`config.mk`:
```
export PLATFORM = sky130hd
export DESIGN_NAME = bridge_timer_flat
export DESIGN_NICKNAME = d
export VERILOG_FILES = /design/src/rtl/bridge_timer_if.sv /design/src/rtl/bridge_timer.sv /design/src/flat_wrapper.sv
export SDC_FILE = /design/constraint.sdc
export NUM_CORES = 1
export LEC_CHECK = 0
export ABC_CLOCK_PERIOD_IN_PS = 3900
export CORE_MARGIN = 2
export CORE_UTILIZATION = 51
export DETAILED_ROUTE_END_ITERATION = 10
export GPL_TIMING_DRIVEN = 1
export PLACE_DENSITY_LB_ADDON = 0.15
export SYNTH_ARGS = -nofsm -noshare
export SYNTH_HDL_FRONTEND = slang
export SYNTH_SLANG_ARGS = --single-unit
```
`constraint.sdc`:
```
create_clock -name clk -period 3.9 [get_ports clk]
set_input_delay 0.39 -clock clk [delete_from_list [all_inputs] [get_ports clk]]
set_output_delay 0.39 -clock clk [all_outputs]
set_load 0.05 [all_outputs]
```
`src/rtl/bridge_timer_if.sv`:
```
// Bridge-side bus of the countdown timer: word select, write strobe and data,
// combinational read data and the interrupt line back to the CPU.
interface bridge_timer_if;
  logic [1:0]  Addr;
  logic        WE;
  logic [31:0] DIN;
  logic [31:0] DOUT;
  logic        IRQ;

  modport master (output Addr, output WE, output DIN, input DOUT, input IRQ);
  modport slave  (input Addr, input WE, input DIN, output DOUT, output IRQ);
endinterface

```
`src/rtl/bridge_timer.sv`:
```
// Memory-mapped countdown timer: CTRL / PRESET / COUNT registers, one-shot and
// auto-reload modes, masked interrupt. Bus writes to CTRL/PRESET override the
// counting FSM on the same edge and send it back to IDLE.
module bridge_timer #(
  parameter int CTRL_W = 4
) (
  input  logic           clk,
  input  logic           reset,
  bridge_timer_if.slave  bus
);

  typedef enum logic [1:0] {
    IDLE = 2'd0,
    LOAD = 2'd1,
    CNT  = 2'd2,
    INT  = 2'd3
  } state_t;

  state_t              state, state_next;
  logic [CTRL_W-1:0]   ctrl_reg, ctrl_next;
  logic [31:0]         preset_reg, preset_next;
  logic [31:0]         count_reg, count_next;
  logic                irq_flag, irq_next;

  logic en, im, auto_reload, cfg_write;

  assign en          = ctrl_reg[0];
  assign im          = ctrl_reg[3];
  // Only MODE = 01 reloads; 10 and 11 fall back to one-shot.
  assign auto_reload = (ctrl_reg[2:1] == 2'b01);
  assign cfg_write   = bus.WE && (bus.Addr == 2'd0 || bus.Addr == 2'd1);

  // Interrupt comes purely from registered state.
  assign bus.IRQ = im & irq_flag;

  // Zero-latency read mux; reading never has side effects.
  always_comb begin
    bus.DOUT = 32'd0;
    case (bus.Addr)
      2'd0:    bus.DOUT = 32'(ctrl_reg);
      2'd1:    bus.DOUT = preset_reg;
      2'd2:    bus.DOUT = count_reg;
      default: bus.DOUT = 32'd0;
    endcase
  end

  // State register for FSM and all software-visible registers.
  always_ff @(posedge clk or negedge reset) begin
    if (!reset) begin
      state      <= IDLE;
      ctrl_reg   <= '0;
      preset_reg <= 32'd0;
      count_reg  <= 32'd0;
      irq_flag   <= 1'b0;
    end else begin
      state      <= state_next;
      ctrl_reg   <= ctrl_next;
      preset_reg <= preset_next;
      count_reg  <= count_next;
      irq_flag   <= irq_next;
    end
  end

  // Next-state logic: FSM step first, then a CTRL/PRESET write discards it.
  always_comb begin
    state_next  = state;
    ctrl_next   = ctrl_reg;
    preset_next = preset_reg;
    count_next  = count_reg;
    irq_next    = irq_flag;

    case (state)
      IDLE: begin
        if (en) state_next = LOAD;
      end
      LOAD: begin
        count_next = preset_reg;
        state_next = CNT;
      end
      CNT: begin
        if (!en) begin
          state_next = IDLE;
        end else if (count_reg > 32'd1) begin
          count_next = count_reg - 32'd1;
        end else begin
          // PRESET of 0 lands here too, so COUNT never wraps.
          count_next = 32'd0;
          irq_next   = 1'b1;
          state_next = INT;
        end
      end
      INT: begin
        if (auto_reload) begin
          // Flag lasts one cycle; EN stays set so the timer reloads.
          irq_next = 1'b0;
        end else begin
          // One-shot stops itself; flag holds until software rewrites.
          ctrl_next[0] = 1'b0;
        end
        state_next = IDLE;
      end
      default: state_next = IDLE;
    endcase

    if (cfg_write) begin
      ctrl_next   = ctrl_reg;
      count_next  = count_reg;
      irq_next    = 1'b0;
      state_next  = IDLE;
      if (bus.Addr == 2'd0)
        ctrl_next = bus.DIN[CTRL_W-1:0];
      else
        preset_next = bus.DIN;
    end
  end

endmodule

```
`src/flat_wrapper.sv`:
```
// flat-port wrapper written by rule: the top's interface ports become plain ports
module bridge_timer_flat 
#(
  parameter int CTRL_W = 4
)
  (clk, reset, bus_Addr, bus_WE, bus_DIN, bus_DOUT, bus_IRQ);
  bridge_timer_if bus_i ();
  input  logic clk;
  input  logic reset;
  input wire logic [$bits(bus_i.Addr)-1:0] bus_Addr;
  input wire logic [$bits(bus_i.WE)-1:0] bus_WE;
  input wire logic [$bits(bus_i.DIN)-1:0] bus_DIN;
  output wire logic [$bits(bus_i.DOUT)-1:0] bus_DOUT;
  output wire logic [$bits(bus_i.IRQ)-1:0] bus_IRQ;
  assign bus_i.Addr = bus_Addr;
  assign bus_i.WE = bus_WE;
  assign bus_i.DIN = bus_DIN;
  assign bus_DOUT = bus_i.DOUT;
  assign bus_IRQ = bus_i.IRQ;
  bridge_timer #(.CTRL_W(CTRL_W)) u_core (.clk(clk), .reset(reset), .bus(bus_i));
endmodule
```
==> metrics list <==
- Count leader, synth: sky130_fd_sc_hd__dfrtp_1
- Data on the critical path arrives at its endpoint at 2.87 ns.
- Synthesized area divided by synthesized cell count: around 10 µm²
* Area enclosed by the die boundary: 8880 µm²
- The most critical setup path has its startpoint at bus_Addr[0].
- The number of hold violations in the final report was 0.
* CP max FO: 12
- The clock tree synthesis step divided the H-tree into 3 levels.
* Fillers: 615
- Post-CTS setup buffers: 0
* Vert. Die Dim: 94.2 µm
- Summed over all layers, the global routing overflow is 0.
- Upper clock frequency limit: 0.306 GHz
* Path type of the worst setup path: in -> out
* Shortest clock period the worst path allows after layout: approximately 3.3 ns
- The cell area that synthesis handed to floorplanning was 4150 µm².
* Element type at the critical path start: input pin
- For met2 alone, demand over resource in global routing was 0.418.
- Grt peak-use layer: met2
- Broken down by cell family, the worst path's largest delay share belongs to buffers and inverters.
* Final Wtd Congestion: 0.851
- Number of violations of the max-capacitance limit: 0
* Post-synth top area share: 0.428
- CP endpoint kind: output pin
- In the final layout, the share of cells above drive strength 1 is 0.156.
- Insertion delay to the later sink of the worst-skew pair: roughly 0.35 ns
- Number of vias per cell after detailed routing: 6.37
- In the finished design, the share of the clock period the worst path needs comes to 0.837.
- Summing all multi-input logic gate instances after layout gives 2190 µm².
- For the pin with the worst max-slew slack, the measured transition is 0.827 ns.
- Antenna cell count: 0
- Count of cells resized by post-cts repair: 0
- Entering global routing, the biggest net connects 40 pins.
- Number of port buffers: just under 70
* Synth cell count leaders: sky130_fd_sc_hd__dfrtp_1 (71), sky130_fd_sc_hd__a22o_1 (46), sky130_fd_sc_hd__mux2_2 (34), sky130_fd_sc_hd__o21ai_0 (32)
- Leading area contributor after synthesis: sky130_fd_sc_hd__dfrtp_1
- Worst clock skew: 0.0131 ns
* Summed negative setup slack over all endpoints: 0 ns
- Required @ worst endpoint: 3.51 ns
- In this run the core area contains 32 standard-cell rows.
- In the global route stage, met3 resource usage came out at 0.0538.
- Synth cell types: 53
* Nets: about 520
* Part of the Yosys area used for sequential elements: 0.428
- Leakage power: 2.10 nW
* Maximum resistive drop on vdd: 0.000333 V
- Die Span X: around 94 µm
- No sink is reached through more buffers than the 2 on the longest clock path.
- Buffers inserted to repair hold after CTS numbered 1.
- The cell count after synthesis came out at 410.
- For this run, design rule violations remaining after detail routing come to 0.
- Async S/R FF share, synth: 1.00
- Number of antenna violations at the first check in global routing: 0
- Total half-perimeter wirelength after legalization and detailed placement: 7480 µm
- Placeable core area: 7810 µm²
- Final setup viols: 0
- Top-level I/O count: 70
- Root Driver: sky130_fd_sc_hd__clkbuf_8
* Total routing resource utilization after global routing: 0.263
- Critical-path top delay cell: sky130_fd_sc_hd__clkdlybuf4s50_1
- Area taken by flip-flops and latches: 1780 µm²
- DP Worst Slack: 0.661 ns
* Final Max Slew Viols: 0
* Area grow syn2layout: 25.5%
- Dividing total power by cell area gives a power density of 703 nW/µm².
- Worst Slack Setup Final: 0.635 ns
- Walking the worst path, the cells encountered are clkdlybuf4s50_1 > nor2b_2 > buf_4 > nand2_1 > o21ai_0 > clkdlybuf4s50_1.
- The number of buffers and inverters on the critical path is 3.
- Starting DRC count in detailed routing: 281
- Yosys reg bits: 71
- Synthesis produced a netlist with a net count of 453.
- Commonest register cell after synthesis: sky130_fd_sc_hd__dfrtp_1
- For this configuration, the core starts out at a cell density of 0.532.
* Min-delay worst type: in -> async
- Clock-pin slew was measured on the worst setup and hold paths at 0.08 ns.
- Status: complete, no violations
- Routed wire length: 11100 µm
* Number of buffers inserted during clock tree synthesis: 9
* Source of the worst register-to-register timing path: u_core.count_reg[9]
* Number of enable flip-flop cells after synthesis: 0
- Largest cells by area after synthesis: sky130_fd_sc_hd__dfrtp_1 (43%), sky130_fd_sc_hd__a22o_1 (9.7%), sky130_fd_sc_hd__mux2_2 (9.2%), sky130_fd_sc_hd__o21ai_0 (3.9%), sky130_fd_sc_hd__nor3_1 (2.7%)
- Via count: 3705
- First-pass GRT wire length: 18200 µm
- The tree built by TritonCTS fans out to 71 sinks.
- Before antenna repair, the detailed router went through 5 iterations.
* Clock tree from TritonCTS: yes
* Total chip power: 3.66 mW
- The number of global-route vias before repair came to 3593.
- Setup repair after global routing missed its margin: no
- The largest single stage delay on the critical path is 0.86 ns.
* Post-route ant nets: 0
* Top cell by count, worst path: sky130_fd_sc_hd__clkdlybuf4s50_1
- Global routing usage on met1: 0.366
- Number of warnings issued by yosys: 0
- In this run the tightest slew margin relative to its limit is 0.449.
- Routed len/inst: 19.1 µm
[layout by cell type, fill, tap and decap left out, drive strengths merged, types with 6 or more instances in the layout]
cell type / Yosys / routed
nor3: 22 / 22
mux2i: 7 / 7
inv: 13 / 14
a22oi: 9 / 9
or4: 6 / 6
mux2: 34 / 34
nand2: 15 / 15
nor2: 20 / 20
clkdlybuf4s50: 0 / 68
dfrtp: 71 / 71
a32o: 6 / 6
nor4: 8 / 8
nand3: 9 / 9
o2bb2ai: 7 / 7
a22o: 46 / 46
clkbuf: 22 / 9
ha: 6 / 6
o21ai: 33 / 33
or3: 8 / 8
buf: 10 / 17
[stage by stage]
step | cell area [µm²] | util | hold WS [ns] | instances
floorplan | 4150 | - | 0.0944 | 410
global placement | 4950 | 0.635 | 0.330 | 565
detailed placement | 4950 | 0.635 | 0.335 | 565
CTS | 5210 | 0.667 | 0.491 | 582
global route | 5210 | 0.667 | 0.500 | 582
finish | 5210 | 0.667 | 0.482 | 582
[final timing paths]
check,end,slack [ns],cells past startpoint
min in group clk,u_core.preset_reg[25],0.54,1
worst max register to register,u_core.irq_flag,0.85,7
worst min-delay path,u_core.preset_reg[4],0.48,2
max in group asynchronous,u_core.count_reg[25],2.65,3
worst max-delay path,bus_DOUT[2],0.64,6
worst min register to register,u_core.preset_reg[25],0.54,1
[layer usage]
metal	wire length, µm	part of all wire
met1	5040	0.45
met2	5200	0.47
met3	756	0.068
met4	142	0.013
met5	0	0
[worst register-to-register path: cells and delay by family, from the launching register on]
family,cells,cell delay [ns]
AO/OA/AOI/OAI,3,1.15
AND/OR/NAND/NOR,2,0.74
buffers and inverters,2,0.57
flip-flops,1,0.46
[cell type report]
class | count | share of cell area
timing repair buffer | 86 | 0.157
tap | 102 | 0.0245
inverter | 14 | 0.0101
clock inverter | 7 | 0.0231
multi-input combinational | 293 | 0.421
clock buffer | 9 | 0.0238
sequential | 71 | 0.341
[kinds of logic (layout without fill, tap and decap cells)]
family,Yosys count,after routing,share of synthesized area
AO/OA/AOI/OAI,136,136,0.256
buffers and inverters,46,116,0.0476
multiplexers,41,41,0.109
adder cells (fa/ha/maj),6,6,0.0181
flip-flops,71,71,0.428
AND/OR/NAND/NOR,110,110,0.141
[report_power, final]
| group | total (mW) | switching (mW) | internal (mW) |
|---|---|---|---|
| clock network | 0.728 | 0.301 | 0.427 |
| registers | 1.29 | 0.310 | 0.979 |
| logic | 1.65 | 0.959 | 0.686 |
| total | 3.66 | 1.57 | 2.09 |
Note: power is estimated with default switching activity, not from simulation.
